`src/rtl/i2c_burst_ctrl.sv`:
```
// Burst register read/write sequencer sitting in front of a byte-level I2C master.
// Counts I_BUSY pulses to step through bytes; NACK and inactivity timeouts abort the burst.
module i2c_burst_ctrl #(
  parameter int ADDR_I2C_SZ = 7,
  parameter int DATA_I2C_SZ = 8,
  parameter int MAX_BYTES   = 8,
  parameter int LEN_SZ      = 4,
  parameter int TOUT_CYC    = 500_000
) (
  input  logic                               CLK,
  input  logic                               RST_n,
  input  logic                               I_EN,
  input  logic [ADDR_I2C_SZ-1:0]             I_ADDR_I2C,
  input  logic                               I_RW,
  input  logic [DATA_I2C_SZ-1:0]             I_REG_ADDR,
  input  logic [LEN_SZ-1:0]                  I_LEN,
  input  logic [MAX_BYTES*DATA_I2C_SZ-1:0]   I_WDATA,
  input  logic [DATA_I2C_SZ-1:0]             I_DATA_RD_I2C,
  input  logic                               I_BUSY,
  input  logic                               I_ACK_ERR,
  output logic                               O_EN_I2C,
  output logic [ADDR_I2C_SZ-1:0]             O_ADDR_I2C,
  output logic                               O_RW,
  output logic [DATA_I2C_SZ-1:0]             O_DATA_WR_I2C,
  output logic [MAX_BYTES*DATA_I2C_SZ-1:0]   O_RXD_BUFF,
  output logic                               O_BUSY,
  output logic                               O_DONE,
  output logic                               O_ERR,
  output logic [1:0]                         O_ERR_CODE
);

  localparam int CNT_SZ  = LEN_SZ + 1;
  localparam int TOUT_SZ = $clog2(TOUT_CYC + 1);
  localparam int BUF_SZ  = MAX_BYTES * DATA_I2C_SZ;

  typedef enum logic [2:0] {
    IDLE    = 3'd0,
    WR_DATA = 3'd1,
    RD_ADDR = 3'd2,
    RD_DATA = 3'd3,
    ABORT   = 3'd4
  } state_t;

  state_t                 state_q, state_d;
  logic                   en_q, busy_q, busy_prev_q;
  logic [CNT_SZ-1:0]      len_q, len_d;
  logic [CNT_SZ-1:0]      cnt_rise_q, cnt_rise_d, cnt_fall_q, cnt_fall_d;
  logic [TOUT_SZ-1:0]     tout_q, tout_d;
  logic [BUF_SZ-1:0]      wdata_q, wdata_d, rxd_q, rxd_d;
  logic                   en_i2c_q, en_i2c_d, rw_q, rw_d;
  logic [ADDR_I2C_SZ-1:0] addr_q, addr_d;
  logic [DATA_I2C_SZ-1:0] data_wr_q, data_wr_d;
  logic                   busy_o_q, busy_o_d, done_q, done_d, err_q, err_d;
  logic [1:0]             err_code_q, err_code_d;

  logic                   busy_rise, busy_fall, legal_len, tout_hit;
  logic [DATA_I2C_SZ-1:0] wbyte [MAX_BYTES];

  assign busy_rise = busy_q & ~busy_prev_q;
  assign busy_fall = ~busy_q & busy_prev_q;
  assign legal_len = (I_LEN != '0) && (CNT_SZ'(I_LEN) <= CNT_SZ'(MAX_BYTES));
  assign tout_hit  = (tout_q == TOUT_SZ'(TOUT_CYC - 1)) && !busy_rise && !busy_fall;

  genvar gi;
  generate
    for (gi = 0; gi < MAX_BYTES; gi++) begin : g_wbyte
      assign wbyte[gi] = wdata_q[gi*DATA_I2C_SZ +: DATA_I2C_SZ];
    end
  endgenerate

  always_comb begin
    state_d    = state_q;
    len_d      = len_q;
    cnt_rise_d = cnt_rise_q;
    cnt_fall_d = cnt_fall_q;
    tout_d     = tout_q;
    wdata_d    = wdata_q;
    rxd_d      = rxd_q;
    en_i2c_d   = en_i2c_q;
    rw_d       = rw_q;
    addr_d     = addr_q;
    data_wr_d  = data_wr_q;
    busy_o_d   = busy_o_q;
    done_d     = 1'b0;
    err_d      = err_q;
    err_code_d = err_code_q;

    case (state_q)
      IDLE: begin
        tout_d = '0;
        if (en_q) begin
          if (legal_len) begin
            len_d      = CNT_SZ'(I_LEN);
            wdata_d    = I_WDATA;
            cnt_rise_d = '0;
            cnt_fall_d = '0;
            err_d      = 1'b0;
            err_code_d = 2'b00;
            busy_o_d   = 1'b1;
            en_i2c_d   = 1'b1;
            addr_d     = I_ADDR_I2C;
            rw_d       = 1'b0;
            data_wr_d  = I_REG_ADDR;
            state_d    = I_RW ? RD_ADDR : WR_DATA;
            if (I_RW) begin
              for (int k = 0; k < MAX_BYTES; k++) begin
                if (CNT_SZ'(k) >= CNT_SZ'(I_LEN)) rxd_d[k*DATA_I2C_SZ +: DATA_I2C_SZ] = '0;
              end
            end
          end else begin
            err_d      = 1'b1;
            err_code_d = 2'b11;
            done_d     = 1'b1;
          end
        end
      end

      WR_DATA, RD_ADDR, RD_DATA: begin
        tout_d = (busy_rise || busy_fall) ? '0 : tout_q + 1'b1;
        // NACK outranks everything, including a coincident final falling edge
        if (I_ACK_ERR) begin
          en_i2c_d   = 1'b0;
          err_code_d = 2'b01;
          state_d    = ABORT;
        end else if (tout_hit) begin
          en_i2c_d   = 1'b0;
          err_code_d = 2'b10;
          state_d    = ABORT;
        end else begin
          case (state_q)
            WR_DATA: begin
              if (busy_rise) begin
                cnt_rise_d = cnt_rise_q + 1'b1;
                if (cnt_rise_q == len_q) begin
                  en_i2c_d = 1'b0;
                end else begin
                  for (int k = 0; k < MAX_BYTES; k++) begin
                    if (cnt_rise_q == CNT_SZ'(k)) data_wr_d = wbyte[k];
                  end
                end
              end
              if (busy_fall) begin
                if (cnt_fall_q == len_q) begin
                  busy_o_d = 1'b0;
                  done_d   = 1'b1;
                  state_d  = IDLE;
                end else begin
                  cnt_fall_d = cnt_fall_q + 1'b1;
                end
              end
            end
            RD_ADDR: begin
              // Raising RW with EN still high makes the master issue a repeated start
              if (busy_rise) rw_d = 1'b1;
              if (busy_fall) begin
                cnt_rise_d = '0;
                cnt_fall_d = '0;
                state_d    = RD_DATA;
              end
            end
            default: begin
              if (busy_rise) begin
                cnt_rise_d = cnt_rise_q + 1'b1;
                if (cnt_rise_q + 1'b1 == len_q) en_i2c_d = 1'b0;
              end
              if (busy_fall) begin
                for (int k = 0; k < MAX_BYTES; k++) begin
                  if (cnt_fall_q == CNT_SZ'(k)) rxd_d[k*DATA_I2C_SZ +: DATA_I2C_SZ] = I_DATA_RD_I2C;
                end
                if (cnt_fall_q + 1'b1 == len_q) begin
                  busy_o_d = 1'b0;
                  done_d   = 1'b1;
                  state_d  = IDLE;
                end else begin
                  cnt_fall_d = cnt_fall_q + 1'b1;
                end
              end
            end
          endcase
        end
      end

      ABORT: begin
        tout_d = '0;
        if (!busy_q) begin
          err_d    = 1'b1;
          busy_o_d = 1'b0;
          done_d   = 1'b1;
          state_d  = IDLE;
        end
      end

      default: begin
        en_i2c_d   = 1'b0;
        rw_d       = 1'b0;
        addr_d     = '0;
        data_wr_d  = '0;
        rxd_d      = '0;
        busy_o_d   = 1'b0;
        tout_d     = '0;
        err_d      = 1'b1;
        err_code_d = 2'b11;
        state_d    = IDLE;
      end
    endcase
  end

  always_ff @(posedge CLK or negedge RST_n) begin
    if (!RST_n) begin
      state_q     <= IDLE;
      en_q        <= 1'b0;
      busy_q      <= 1'b0;
      busy_prev_q <= 1'b0;
      len_q       <= '0;
      cnt_rise_q  <= '0;
      cnt_fall_q  <= '0;
      tout_q      <= '0;
      wdata_q     <= '0;
      rxd_q       <= '0;
      en_i2c_q    <= 1'b0;
      rw_q        <= 1'b0;
      addr_q      <= '0;
      data_wr_q   <= '0;
      busy_o_q    <= 1'b0;
      done_q      <= 1'b0;
      err_q       <= 1'b0;
      err_code_q  <= 2'b00;
    end else begin
      state_q     <= state_d;
      en_q        <= I_EN;
      busy_q      <= I_BUSY;
      busy_prev_q <= busy_q;
      len_q       <= len_d;
      cnt_rise_q  <= cnt_rise_d;
      cnt_fall_q  <= cnt_fall_d;
      tout_q      <= tout_d;
      wdata_q     <= wdata_d;
      rxd_q       <= rxd_d;
      en_i2c_q    <= en_i2c_d;
      rw_q        <= rw_d;
      addr_q      <= addr_d;
      data_wr_q   <= data_wr_d;
      busy_o_q    <= busy_o_d;
      done_q      <= done_d;
      err_q       <= err_d;
      err_code_q  <= err_code_d;
    end
  end

  assign O_EN_I2C      = en_i2c_q;
  assign O_ADDR_I2C    = addr_q;
  assign O_RW          = rw_q;
  assign O_DATA_WR_I2C = data_wr_q;
  assign O_RXD_BUFF    = rxd_q;
  assign O_BUSY        = busy_o_q;
  assign O_DONE        = done_q;
  assign O_ERR         = err_q;
  assign O_ERR_CODE    = err_code_q;

endmodule

```
`config.mk`:
```
export PLATFORM = sky130hd
export DESIGN_NAME = i2c_burst_ctrl
export DESIGN_NICKNAME = d
export VERILOG_FILES = /design/src/rtl/i2c_burst_ctrl.sv
export SDC_FILE = /design/constraint.sdc
export NUM_CORES = 1
export LEC_CHECK = 0
export ABC_CLOCK_PERIOD_IN_PS = 4600
export CAP_MARGIN = 10
export CORE_MARGIN = 3
export CORE_UTILIZATION = 40
export DETAILED_ROUTE_END_ITERATION = 6
export SKIP_CTS_REPAIR_TIMING = 1
export SYNTH_ARGS = -nofsm -noshare
export SYNTH_HDL_FRONTEND = slang
export SYNTH_SLANG_ARGS = --single-unit
```
`constraint.sdc`:
```
create_clock -name CLK -period 4.6 [get_ports CLK]
set_input_delay 0.69 -clock CLK [delete_from_list [all_inputs] [get_ports CLK]]
set_output_delay 0.69 -clock CLK [all_outputs]
set_load 0.05 [all_outputs]
```
Word level (Yosys, flattened, before mapping)
Cells that the tools add are included.
{"block": "word_totals", "regBits": 189, "output_inout_bits": 86, "elab_cells": 263}
{"block": "classes", "n_addsub": 3, "order_cmp": 9, "eq_ne": 67, "n_mux": 119, "bitwise_logic": 7, "reduce_logical": 33}
{"operator": "64-bit 2-to-1 mux", "n": 7}
{"operator": "8-bit 2-to-1 mux", "n": 31}
{"operator": "64-bit one-hot mux with 3 select lines", "n": 1}
{"operator": "10-bit AND reduction", "n": 8}
{"operator": "5-bit 2-to-1 mux", "n": 13}
{"operator": "2-bit != test, second input constant", "n": 29}
{"operator": "5-bit by 3-bit == test with 1-bit output, second input constant", "n": 8}
{"operator": "19-bit 2-to-1 mux", "n": 2}
{"operator": "1-bit 2-to-1 mux", "n": 32}
{"operator": "3-bit 2-to-1 mux", "n": 10}
{"operator": "5-bit one-hot mux with 2 select lines", "n": 3}
{"operator": "8-bit one-hot mux with 3 select lines", "n": 1}
{"operator": "7-bit AND reduction", "n": 3}
{"operator": "5-bit by 2-bit == test with 1-bit output, second input constant", "n": 4}
{"operator": "5-bit by 4-bit == test with 1-bit output", "n": 4}
{"operator": "19-bit by 1-bit adder with 19-bit output, second input constant", "n": 1}
{"operator": "19-bit == test, second input constant", "n": 1}
{"operator": "3-bit != test, second input constant", "n": 6}
{"operator": "9-bit AND reduction", "n": 2}
{"operator": "3-bit by 4-bit greater-or-equal comparator with 1-bit output, first input constant", "n": 4}
{"operator": "4-bit != test, second input constant", "n": 4}
{"operator": "5-bit != test, second input constant", "n": 3}
{"operator": "1-bit one-hot mux with 3 select lines", "n": 5}
{"operator": "7-bit 2-to-1 mux", "n": 2}
{"operator": "31 further kinds", "n": 54}

Logic depth before layout (Yosys ltp)
Gate-level depths: netlist (run 1).
{"block": "logic_depth", "ltp_word": 15, "mapped_depth": 9, "depth_no_buf": 8}

Worst setup path before layout (run 1)
Ideal clock, no wire load.
{"block": "synth_path", "path_type": "input to register", "start": "in I_LEN[1]", "end": "reg rxd_q[0] (netlist: O_RXD_BUFF[0])", "setup_ps": 125, "arrival_ps": 2374, "required_ps": 4475, "slack_ps": 2102, "cell_stages": 7, "n_path_buf": 1, "path_cell_list": "buf_2 > o31a_1 > nor3_2 > a21o_1 > and3_1 > a21boi_4 > mux2_2"}
{"block": "synth_via", "elab_chain_cells": 4}
{"element": "start, declared", "line": "16", "text": "input logic [LEN_SZ-1:0] I_LEN,"}
{"element": "4-bit <= comparator or 4-bit nonzero test (tied branches)", "line": "61", "text": "assign legal_len = (I_LEN != '0) && (CNT_SZ'(I_LEN) <= CNT_SZ'(MAX_BYTES));"}
{"element": "1-bit logical AND", "line": "61"}
{"element": "2-bit != test (no line)"}
{"element": "10-bit AND reduction (no line) (*)"}
{"element": "end signal, assigned", "line": "238", "text": "rxd_q <= rxd_d;"}
{"element": "end, declared", "line": "49", "text": "logic [BUF_SZ-1:0] wdata_q, wdata_d, rxd_q, rxd_d;"}
Mark *: on every way between the ends. The rest lies on a longest branch, timed or not.
A chain may end at the register's enable or synchronous reset.

Worst setup path after layout (run 1)
{"block": "layout_path", "start": "reg state_q[2]", "end": "reg rxd_q[39] (netlist: O_RXD_BUFF[39])"}
{"block": "layout_via", "elab_chain_cells": 4}
{"element": "start, declared", "line": "44", "text": "state_t state_q, state_d;"}
{"element": "start signal, assigned", "line": "229", "text": "state_q <= state_d;"}
{"element": "3-bit by 2-bit == test with 1-bit output (tied with other cells)", "line": "88, 130"}
{"element": "3-bit OR reduction or 2-bit OR reduction (tied branches)"}
{"element": "2-bit != test (no line)"}
{"element": "10-bit AND reduction (no line)"}
Parallel ways exist; a longest one is shown, timed or not.

==> results of run 1 <==
critical path, delay by kind of cell (launching register included):
family / cells / cell delay [ps]
flip-flops: 1 / 320
AO/OA/AOI/OAI: 3 / 1350
multiplexers: 1 / 410
buffers and inverters: 1 / 350
AND/OR/NAND/NOR: 2 / 510
power by group:
| part | switching [W] | internal (W) |
|---|---|---|
| combinational | 0.00257 | 0.00162 |
| sequential | 0.000445 | 0.00224 |
| clock | 0.000723 | 0.000723 |
| total | 0.00374 | 0.00458 |
layout make-up:
| type | count | area, sq um |
|---|---|---|
| multi-input cells | 675 | 4250 |
| inverters | 12 | 45.0 |
| clock buffers | 17 | 425 |
| fillers | 2084 | 10800 |
| well taps | 285 | 357 |
| clock inverters | 15 | 155 |
| repair buffers | 192 | 1900 |
| flip-flops and latches | 189 | 4730 |
placed cells by master (no fill, tap or decap), drive strengths merged, types with 5 or more instances in the layout:
cell type	count
a21o	12
a21oi	30
a221oi	7
a22o	19
a311oi	9
a31oi	8
and2	15
and3	8
buf	10
clkbuf	18
clkdlybuf4s50	181
clkinv	7
dfrtp	189
ha	11
inv	18
mux2	67
mux2i	9
nand2	250
nand2b	7
nand3	17
nor2	52
nor2b	6
nor3	7
nor3b	8
nor4	5
o211ai	13
o21ai	18
o22a	9
o22ai	10
xnor2	12
xor2	16
logic make-up (layout without fill, tap and decap cells):
kind of cell / after synthesis / after routing / share of synthesized area [%]
adder cells (fa/ha/maj): 11 / 11 / 1.49
XOR/XNOR: 28 / 28 / 2.65
flip-flops: 189 / 189 / 51.1
AND/OR/NAND/NOR: 395 / 395 / 19.1
multiplexers: 76 / 76 / 9.16
buffers and inverters: 67 / 236 / 3.05
AO/OA/AOI/OAI: 165 / 165 / 13.4
registers in the layout, indices dropped and copies added (netlist names), 2 cells and up:
signal / count
O_ADDR_I2C: 7
O_DATA_WR_I2C: 8
O_ERR_CODE: 2
O_RXD_BUFF: 64
cnt_fall_q: 5
cnt_rise_q: 5
len_q: 4
state_q: 3
tout_q: 19
wdata_q: 64
how the worst max path moves through the flow:
stage | from | end | slack (ps) | cells after the start
final | state_q[2]$_DFFE_PN0P_ | O_RXD_BUFF[39]$_DFFE_PN0P_ | 1540 | 7
after global routing | state_q[2]$_DFFE_PN0P_ | O_RXD_BUFF[38]$_DFFE_PN0P_ | 1420 | 7
after CTS | state_q[2]$_DFFE_PN0P_ | O_RXD_BUFF[35]$_DFFE_PN0P_ | 1530 | 7
after detailed placement | I_LEN[1] | O_RXD_BUFF[8]$_DFFE_PN0P_ | 1320 | 7
after global placement | I_LEN[1] | O_RXD_BUFF[8]$_DFFE_PN0P_ | 1390 | 7
after floorplan | I_LEN[1] | O_RXD_BUFF[0]$_DFFE_PN0P_ | 2100 | 7
cells in the mapped netlist, types with 10 or more instances:
cell	instances	area, sq um
a21o_1	12	90.1
a21oi_1	28	140
a22o_1	19	166
buf_2	19	95.1
clkbuf_1	33	124
dfrtp_1	189	4730
ha_1	11	138
inv_1	12	45.0
mux2_2	65	732
nand2_1	250	938
nand3_1	17	85.1
nor2_1	51	191
o211ai_1	11	82.6
o21ai_0	14	70.1
o22ai_1	10	62.6
xnor2_1	12	105
xor2_1	16	140
layer usage:
layer	vias to the layer above	global-route usage, %	routed length, microns
li1	3546	-	-
met1	3676	29.9	11900
met2	210	33.2	12300
met3	26	3.80	1410
met4	0	4.71	300
met5	-	0	0
through the flow:
stage / total power [W] / std cells
CTS: 0.00839 / 1385
detailed placement: 0.00691 / 1353
floorplan: 0.00558 / 931
finish: 0.00832 / 1385
global route: 0.00885 / 1385
global placement: 0.00686 / 1353
==> qor.yml, run 1 <==
route:
  drtIter0Drc: 527
  wl_per_cell_microns: 18.7
  routed_via_density: 5.38
  dr.pass1.iters: 5
  antenna_left: 0
  drc: 0
  num_vias: 7458
  wl_mm: 25.9
die:
  rows: 55
  coreArea_sq_um: 22700
  die_w_microns: 158
  die_y_microns: 158
  die-area_sq_um: 25000
  io_pins: 183
  start_util_pct: 40.8
clock_tree:
  cts_sinks: 189
  clk_latency_ps: 440
  htree_levels: 4
  cts_root_buffer: "clkbuf_16"
  clk_path_buf_depth: 2
  cts_made_buffers: 17
  clk_pin_slew_ps: 80
  cts_tree: "done"
pwr:
  power.leakage_nw: 5.41
  power.density_nw_per_um2: 701
  irDropWorstVdd_uv: 325
run_status:
  status: "completed"
sta:
  drv_slew: 0
  rsz0062_at_grt: "false"
  worst_pin_slew_ps: 1220
  relSlewSlack_pct: 18.7
  layout_setup_ws_ps: 1540
  fin_crit_sh_pct: 66.5
  setup_viol: 0
  fin_hold_ws_ps: 236
  max_freq_mhz: 327
  hold_viol: 0
  fin_skew_ps: 10.1
  period_minus_slack_ps: 3060
  fin_setup_tns_ps: 0
setup_path:
  rr_worst_depth: 7
  ff2ff_setup_slack_ps: 1540
  r2r_end: "O_RXD_BUFF[39]$_DFFE_PN0P_"
  cp_slowest_cell: "a21oi_2"
  path_class: "reg2reg"
  rr_startpoint: "state_q[2]$_DFFE_PN0P_"
  cp.required_ps: 4920
  path_cells: "buf_4 > o21ba_1 > and2_4 > a31oi_4 > nand2_1 > a21oi_2 > mux2_2"
  crit_arrival_ps: 3390
  endpoint_kind: "flop"
  startpoint_type: "flop"
  crit_fanout: 37
  cpPeakStageDelay_ps: 520
synth:
  synth_cell_types: 73
  synth_seq_cells: 189
  syn-instance-count: 931
  async_reset_ff_share_pct: 100
  seq_area_frac_synth_pct: 51.1
  yosysWarnings: 0
  synth_area_sq_um: 9260
  syn-num-nets: 1039
  synth_ff_type: "dfrtp_1"
  avgSynthCellArea_sq_um: 9.94
  synth_edf_count: 0
final_layout:
  nets: 1195
  drive_above_1_share_pct: 11.5
  fin_util_pct: 52.3
  antennaDiodeCount: 0
  syn2layout_area_growth_pct: 28.2
  final_cell_area_sq_um: 11900
global_routing:
  grt_pass1_wl_mm: 41.1
  grt_pass1_vias: 7336
  antenna_found_initial: 0
  overflow: 0
  grt_max_degree: 70
  grt_usage_pct: 20.9
placed_design:
  placed_cell_area_sq_um: 11300
  hpwlAfterDp_mm: 18.4
  dp_slack_ps: 1320
  place_congestion: 0.846
  port_buffers: 182
worst_hold_path:
  hold_class: "in2async"
job:
  drv_cap: 0
Note: power is estimated with default switching activity, not from simulation.
==> inputs of run 2 (changes only) <==
--- a/config.mk
+++ b/config.mk
@@ -5,7 +5,7 @@
 export SDC_FILE = /design/constraint.sdc
 export NUM_CORES = 1
 export LEC_CHECK = 0
-export ABC_CLOCK_PERIOD_IN_PS = 4600
+export ABC_CLOCK_PERIOD_IN_PS = 3200
 export CAP_MARGIN = 10
 export CORE_MARGIN = 3
 export CORE_UTILIZATION = 40
==> constraint.sdc (replaced) <==
create_clock -name CLK -period 3.2 [get_ports CLK]
set_input_delay 0.48 -clock CLK [delete_from_list [all_inputs] [get_ports CLK]]
set_output_delay 0.48 -clock CLK [all_outputs]
set_load 0.05 [all_outputs]
==> run 2 against run 1 <==
Die area stayed put. Count of clock-buffer cells in the layout unchanged. Sequential share of layout area is 0.69 points lower. Sequential power rose by 43%.
==> qor.yml, run 2 (synthesis results as in run 1) <==
clock_tree:
  cts_made_buffers: 17
  clk_latency_ps: 440
  cts_root_buffer: "clkbuf_16"
  htree_levels: 4
  cts_sinks: 189
  cts_tree: "done"
  clk_path_buf_depth: 2
  clk_pin_slew_ps: 80
global_routing:
  antenna_found_initial: 0
  grt_pass1_wl_mm: 41.0
  grt_usage_pct: 21.0
  grt_pass1_vias: 7331
  grt_max_degree: 76
  overflow: 0
job:
  drv_cap: 0
route:
  num_vias: 7487
  wl_mm: 26.1
  dr.pass1.iters: 5
  antenna_left: 0
  wl_per_cell_microns: 18.6
  routed_via_density: 5.34
  drtIter0Drc: 547
  drc: 0
sta:
  fin_skew_ps: 22.2
  drv_slew: 0
  fin_crit_sh_pct: 82.4
  hold_viol: 0
  rsz0062_at_grt: "false"
  relSlewSlack_pct: 25.9
  fin_setup_tns_ps: 0
  setup_viol: 0
  worst_pin_slew_ps: 1100
  period_minus_slack_ps: 2640
  max_freq_mhz: 379
die:
  start_util_pct: 40.8
  rows: 55
  die-area_sq_um: 25000
  die_w_microns: 158
  die_y_microns: 158
  io_pins: 183
  coreArea_sq_um: 22700
setup_path:
  cp.required_ps: 3520
  crit_path_start: "busy_q$_DFF_PN0_"
  crit_fanout: 8
  path_class: "reg2reg"
  startpoint_type: "flop"
  endpoint_kind: "flop"
  rr_startpoint: "busy_q$_DFF_PN0_"
  crit_arrival_ps: 2950
final_layout:
  drive_above_1_share_pct: 12.8
  final_cell_area_sq_um: 12100
  antennaDiodeCount: 0
  fill_cells: 2066
  seq_area_sq_um: 4730
  fin_util_pct: 53.2
  final_common_cell: "nand2_1"
  final_cell_mix: "nand2_1 (249), dfrtp_1 (189), clkdlybuf4s50_1 (181)"
  nets: 1211
  syn2layout_area_growth_pct: 30.5
  multi_input_area_sq_um: 4250
placed_design:
  port_buffers: 182
  hpwlAfterDp_mm: 18.8
  place_congestion: 0.860
  placed_cell_area_sq_um: 11500
pwr:
  power.leakage_nw: 5.52
  irDropWorstVdd_uv: 437
  power.density_nw_per_um2: 1010
run_status:
  status: "completed"
worst_hold_path:
  hold_class: "in2async"
==> run 2: changes by cell type in the layout (fill, tap and decap cells not counted), sizes merged <==
cell and change:
clkinv -2, buf +16, bufinv +1, clkinvlp +1
==> run 2: report_power, final <==
part / total, W / internal, W / switching (W)
registers: 0.00383 / 0.00322 / 0.000613
logic: 0.00622 / 0.00245 / 0.00377
clock network: 0.00217 / 0.00112 / 0.00105
==> run 2: critical path, cell delays in order (launching register included) <==
cell	delay [ps]
dfrtp_1	460
inv_1	90
ha_1	260
nor3b_1	80
and4_1	250
a21oi_2	290
and4_1	230
o311a_1	460
mux2_2	390
==> run 2: final timing paths <==
check / slack [ps] / endpoint / cells after the start
min in group CLK: 480 / wdata_q[14]$_DFFE_PN0P_ / 2
max in group asynchronous: 2380 / wdata_q[32]$_DFFE_PN0P_ / 2
worst min-delay path: 50 / O_RXD_BUFF[37]$_DFFE_PN0P_ / 1
worst max register to register: 560 / O_RXD_BUFF[40]$_DFFE_PN0P_ / 8
worst min register to register: 480 / wdata_q[14]$_DFFE_PN0P_ / 2
worst max-delay path: 560 / O_RXD_BUFF[40]$_DFFE_PN0P_ / 8
==> run 2: layout make-up <==
class	instances	share of cell area, %
tap	285	2.95
multi-input combinational	675	35.2
sequential	189	39.2
clock inverter	15	1.50
inverter	12	0.373
clock buffer	17	3.52
timing repair buffer	208	17.3
==> run 2: per-stage QoR <==
stage,hold slack [ps],power (W),instances,setup WS [ps]
6_report,51.7,0.0122,1401,564
5_1_grt,83.1,0.0130,1401,438
4_1_cts,70.3,0.0123,1401,571
3_5_place_dp,462,0.0101,1369,307
3_3_place_gp,460,0.0100,1369,370
2_1_floorplan,184,0.00802,931,910
==> run 2: per-layer routing <==
layer  global-route usage (%)  vias to the layer above  wire, microns
li1                         -                     3574              -
met1                     30.7                     3708          12100
met2                     32.8                      188          12400
met3                     3.66                       17           1270
met4                     5.04                        0            246
met5                        0                        -              0
==> inputs of run 3 (changes only) <==
--- a/config.mk
+++ b/config.mk
@@ -5,7 +5,7 @@
 export SDC_FILE = /design/constraint.sdc
 export NUM_CORES = 1
 export LEC_CHECK = 0
-export ABC_CLOCK_PERIOD_IN_PS = 3200
+export ABC_CLOCK_PERIOD_IN_PS = 2500
 export CAP_MARGIN = 10
 export CORE_MARGIN = 3
 export CORE_UTILIZATION = 40
==> constraint.sdc (replaced) <==
create_clock -name CLK -period 2.5 [get_ports CLK]
set_input_delay 0.375 -clock CLK [delete_from_list [all_inputs] [get_ports CLK]]
set_output_delay 0.375 -clock CLK [all_outputs]
set_load 0.05 [all_outputs]
==> run 3 against run 2 <==
Combinational power rose by 34%. Sequential cell count did not move. Cell count rose by 2.6%. Critical path type unchanged. Largest power group unchanged. Highest routed layer unchanged.
==> qor.yml, run 3 (synthesis results as in run 1) <==
placed_design:
  dp_slack_ps: -36.0
  hpwlAfterDp_mm: 19.0
  port_buffers: 182
  placed_cells: 1404
  place_congestion: 0.863
pwr:
  p_comb_share_pct: 52.3
  power.leakage_nw: 5.72
  pwr-share-clk_pct: 17.3
  internal_power_w: 0.00887
  p_seq_share_pct: 30.4
  power.density_nw_per_um2: 1290
  irDropWorstVdd_uv: 523
  p_sw_share_pct: 44.5
  p_sw_w: 0.00712
final_layout:
  nets: 1247
  seq_area_sq_um: 4730
  fin_util_pct: 54.6
  antennaDiodeCount: 0
  final_cell_mix: "nand2_1 (249), dfrtp_1 (189), clkdlybuf4s50_1 (181)"
  multi_input_area_sq_um: 4290
  drive_above_1_share_pct: 15.8
  final_common_cell: "nand2_1"
  syn2layout_area_growth_pct: 34.1
  fill_cells: 2014
  fin_cells: 1437
setup_path:
  crit_path_start: "tout_q[0]$_DFF_PN0_"
  rr_worst_depth: 8
  cp-endpoint: "O_RXD_BUFF[1]$_DFFE_PN0P_"
  worstPathBufferInverterCount: 1
  cpPeakStageDelay_ps: 390
  crit_arrival_ps: 2690
  crit_fanout: 8
  path_delay_family: "simple AND/OR/NAND/NOR gates"
  cp.required_ps: 2830
  cp.depth: 8
  path_cells: "ha_1 > nor3b_1 > and4_1 > buf_4 > a31oi_4 > and3_1 > a21boi_4 > mux2_2"
  r2r_end: "O_RXD_BUFF[1]$_DFFE_PN0P_"
  rr_startpoint: "tout_q[0]$_DFF_PN0_"
  endpoint_kind: "flop"
  path_class: "reg2reg"
  cp_slowest_cell: "dfrtp_1"
  ff2ff_setup_slack_ps: 140
  startpoint_type: "flop"
route:
  wl_per_cell_microns: 18.4
  routed_via_density: 5.27
  drtIter0Drc: 531
  wl_mm: 26.4
  drc: 0
  antenna_left: 0
  num_vias: 7571
  dr.pass1.iters: 5
global_routing:
  use_met2_pct: 33.5
  busiest_layer: "met2"
  antenna_found_initial: 0
  grt_max_degree: 69
  grt_pass1_wl_mm: 41.6
  grt_usage_pct: 21.2
  met1_usage_pct: 30.0
  overflow: 0
  grt_pass1_vias: 7464
  met3_usage_pct: 4.54
clock_tree:
  htree_levels: 4
  cts_made_buffers: 17
  clk_pin_slew_ps: 80
  cts_tree: "done"
  cts_root_buffer: "clkbuf_16"
  clk_latency_ps: 440
  cts_sinks: 189
  clk_path_buf_depth: 2
sta:
  worst_pin_slew_ps: 697
  period_minus_slack_ps: 2360
  layout_setup_ws_ps: 137
  drv_slew: 0
  max_freq_mhz: 423
  rsz0062_at_grt: "true"
  fin_skew_ps: 16.4
  fin_crit_sh_pct: 94.5
  relSlewSlack_pct: 53.2
  setup_viol: 0
  hold_viol: 0
die:
  start_util_pct: 40.8
  coreArea_sq_um: 22700
  rows: 55
  die-area_sq_um: 25000
  die_w_microns: 158
  die_y_microns: 158
  io_pins: 183
worst_hold_path:
  hold_class: "in2reg"
run_status:
  status: "completed"
job:
  drv_cap: 0
==> run 3: worst min path at each step <==
stage               start                    endpoint  depth (start not counted)
floorplan           RST_n   O_ADDR_I2C[0]$_DFFE_PN0P_                          0
global placement    RST_n  O_RXD_BUFF[53]$_DFFE_PN0P_                          1
detailed placement  RST_n  O_RXD_BUFF[53]$_DFFE_PN0P_                          1
CTS                 RST_n  O_RXD_BUFF[53]$_DFFE_PN0P_                          1
global route         I_EN              en_q$_DFF_PN0_                          1
finish               I_EN              en_q$_DFF_PN0_                          1
==> run 3: power groups by stage <==
stage	logic [W]	registers, W	clock network [W]
floorplan	0.00398	0.00628	0
global placement	0.00823	0.00489	0
detailed placement	0.00832	0.00490	0
CTS	0.00835	0.00486	0.00284
global route	0.00901	0.00498	0.00296
finish	0.00836	0.00486	0.00277
==> run 3: through the flow <==
stage	power (W)	hold WS, ps	area (sq um)	TNS [ps]
after floorplan	0.0103	79.4	9260	0
after global placement	0.0131	395	11800	0
after detailed placement	0.0132	398	11800	-452
after CTS	0.0160	-82.0	12400	0
after global routing	0.0170	369	12400	-70.3
final	0.0160	383	12400	0
==> run 3: layer usage <==
metal	routed length [microns]	part of all wire [%]
met1	12200	46
met2	12300	47
met3	1410	5.3
met4	389	1.5
met5	0	0
==> run 3: layout make-up <==
class                   count  area share, %
clock buffers              17           3.43
well taps                 285           2.87
clock inverters            15           1.50
inverters                  12          0.363
flip-flops and latches    189           38.1
multi-input cells         675           34.5
repair buffers            244           19.2
==> run 3: worst register-to-register path, delay by kind of cell, from the launching register on <==
family,cells,cell delay (ps)
AO/OA/AOI/OAI,2,570
adder cells (fa/ha/maj),1,200
buffers and inverters,1,150
flip-flops,1,390
multiplexers,1,380
AND/OR/NAND/NOR,3,580
==> patch, RTL diff (settings of run 3) <==
`addr_q` no longer has a reset.
--- a/src/rtl/i2c_burst_ctrl.sv
+++ b/src/rtl/i2c_burst_ctrl.sv
@@ -219,7 +219,6 @@
       rxd_q       <= '0;
       en_i2c_q    <= 1'b0;
       rw_q        <= 1'b0;
-      addr_q      <= '0;
       data_wr_q   <= '0;
       busy_o_q    <= 1'b0;
       done_q      <= 1'b0;
@@ -238,13 +237,16 @@
       rxd_q       <= rxd_d;
       en_i2c_q    <= en_i2c_d;
       rw_q        <= rw_d;
-      addr_q      <= addr_d;
       data_wr_q   <= data_wr_d;
       busy_o_q    <= busy_o_d;
       done_q      <= done_d;
       err_q       <= err_d;
       err_code_q  <= err_code_d;
     end
+  end
+
+  always_ff @(posedge CLK) begin
+    addr_q <= addr_d;
   end
 
   assign O_EN_I2C      = en_i2c_q;
Function: not settled (the Yosys comparison gave no result); the edit may change what the design does.
==> patch against run 3 <==
Sequential power decreased by 2%. Global-route usage decreased by 0.094 points. Combinational power decreased by 15%. Final area increased by 1.2%. Area after synthesis increased by 0.32%. Setup slack got worse by 4.0 ps. Die area increased by 0.32%. Sequential cell count unchanged. Power decreased by 8.6%. Critical path depth increased by 1. Count of clock-buffer cells in the layout increased by 1. Routed wire length decreased by 0.75%. Critical path type unchanged. Critical endpoint is now cnt_fall_q[1]$_DFFE_PN0P_.
==> patch: results (changes against run 3) <==
- Status: completed
- Max-slew headroom: 59.4% (+6.2 points)
- P_leak: 5.62 nW (-1.8%)
- Vias in the first global route: 7754 (+3.9%)
- Syn nets: 1077 (+3.7%)
- CP max FO: 5 (-3)
- GRT Util Overall: 21.1% (-0.094 points)
- DP Area: 11900 um^2 (+1.6%)
- Sequential power: 4.78 mW (-2%)
- Fill cell count: 2067 (+2.6%)
- Layout cell share with drive strength beyond 1: 15.5% (-0.34 points)
- Drt wl/cell: 17.5 um (-4.6%)
- Top Family by Delay on Critical Path: compound AO/OA/AOI/OAI gates
- Register area share after synthesis: 51.3% (+0.21 points)
- Initial DRT Pass Iterations: 4 (-1)
- Synth area leaders: dfrtp_1 49%, nand2_1 11%, mux2_2 5.8%
- Ys async rst share: 96.3% (-3.7 points)
- Final net count: 1305 (+4.7%)
- Clock share of power: 18.5% (+1.2 points)
- Max VDD drop: 656 uV (+25%)
- Gpl congestion: 0.873 (+1.1%)
- Largest stage delay, worst path: 440 ps (+50 ps)
- Most common library cells after synthesis: 261 x nand2_1, 182 x dfrtp_1, 66 x nor2_1, 48 x mux2_2, 46 x a21oi_1
- Data arrival, critical path: 2740 ps (+50 ps)
- Utilization after layout: 55.3% (+0.64 points)
- Largest net degree at the start of global routing: 81 (+17%)
- DRT iter0 DRCs: 552 (+4.0%)
- Comb pwr share: 48.9% (-3.4 points)
## patch: area by class of cell
cell class                      count  area share [%]
Tap cell                          285            2.84
Clock inverter                     14            1.20
Sequential cell                   189            37.9
Timing Repair Buffer              265            20.4
Inverter                           19           0.568
Clock buffer                       18            3.50
Multi-Input combinational cell    705            33.6
## patch: path summary, 6_finish.rpt
path,startpoint,end,slack (ps),depth (start not counted)
min in group CLK,I_EN,en_q$_DFF_PN0_,380,1
max in group asynchronous,RST_n,cnt_rise_q[1]$_DFFE_PN0P_,1400,3
max,cnt_fall_q[0]$_DFFE_PN0P_,cnt_fall_q[1]$_DFFE_PN0P_,130,9
min,RST_n,tout_q[11]$_DFF_PN0_,370,2
min reg2reg,wdata_q[12]$_DFFE_PN0P_,wdata_q[12]$_DFFE_PN0P_,480,2
max reg2reg,cnt_fall_q[0]$_DFFE_PN0P_,cnt_fall_q[1]$_DFFE_PN0P_,130,9
## patch: metal layers
layer | part of all wire, % | up-vias | GRT usage [%]
li1 | - | 3798 | -
met1 | 48 | 3835 | 31.5
met2 | 46 | 211 | 32.1
met3 | 5.2 | 28 | 3.70
met4 | 1.5 | 0 | 5.12
met5 | 0 | - | 0
## patch: cells by family after synthesis
kind of cell,Yosys count,synth area share (%)
flip-flops,189,51.3
XOR/XNOR,29,2.82
buffers and inverters,75,3.44
multiplexers,50,6.08
adder cells (fa/ha/maj),11,1.48
AND/OR/NAND/NOR,433,20.9
AO/OA/AOI/OAI,182,13.9
## patch: through the flow
stage                     setup WS (ps)  instances  hold slack (ps)  setup TNS [ps]
after floorplan                     272        969             79.4               0
after global placement            -57.1       1461              263           -1580
after detailed placement          -80.8       1461              263           -2370
after CTS                           117       1493             -204               0
after global routing               15.2       1495              360               0
final                               133       1495              374               0
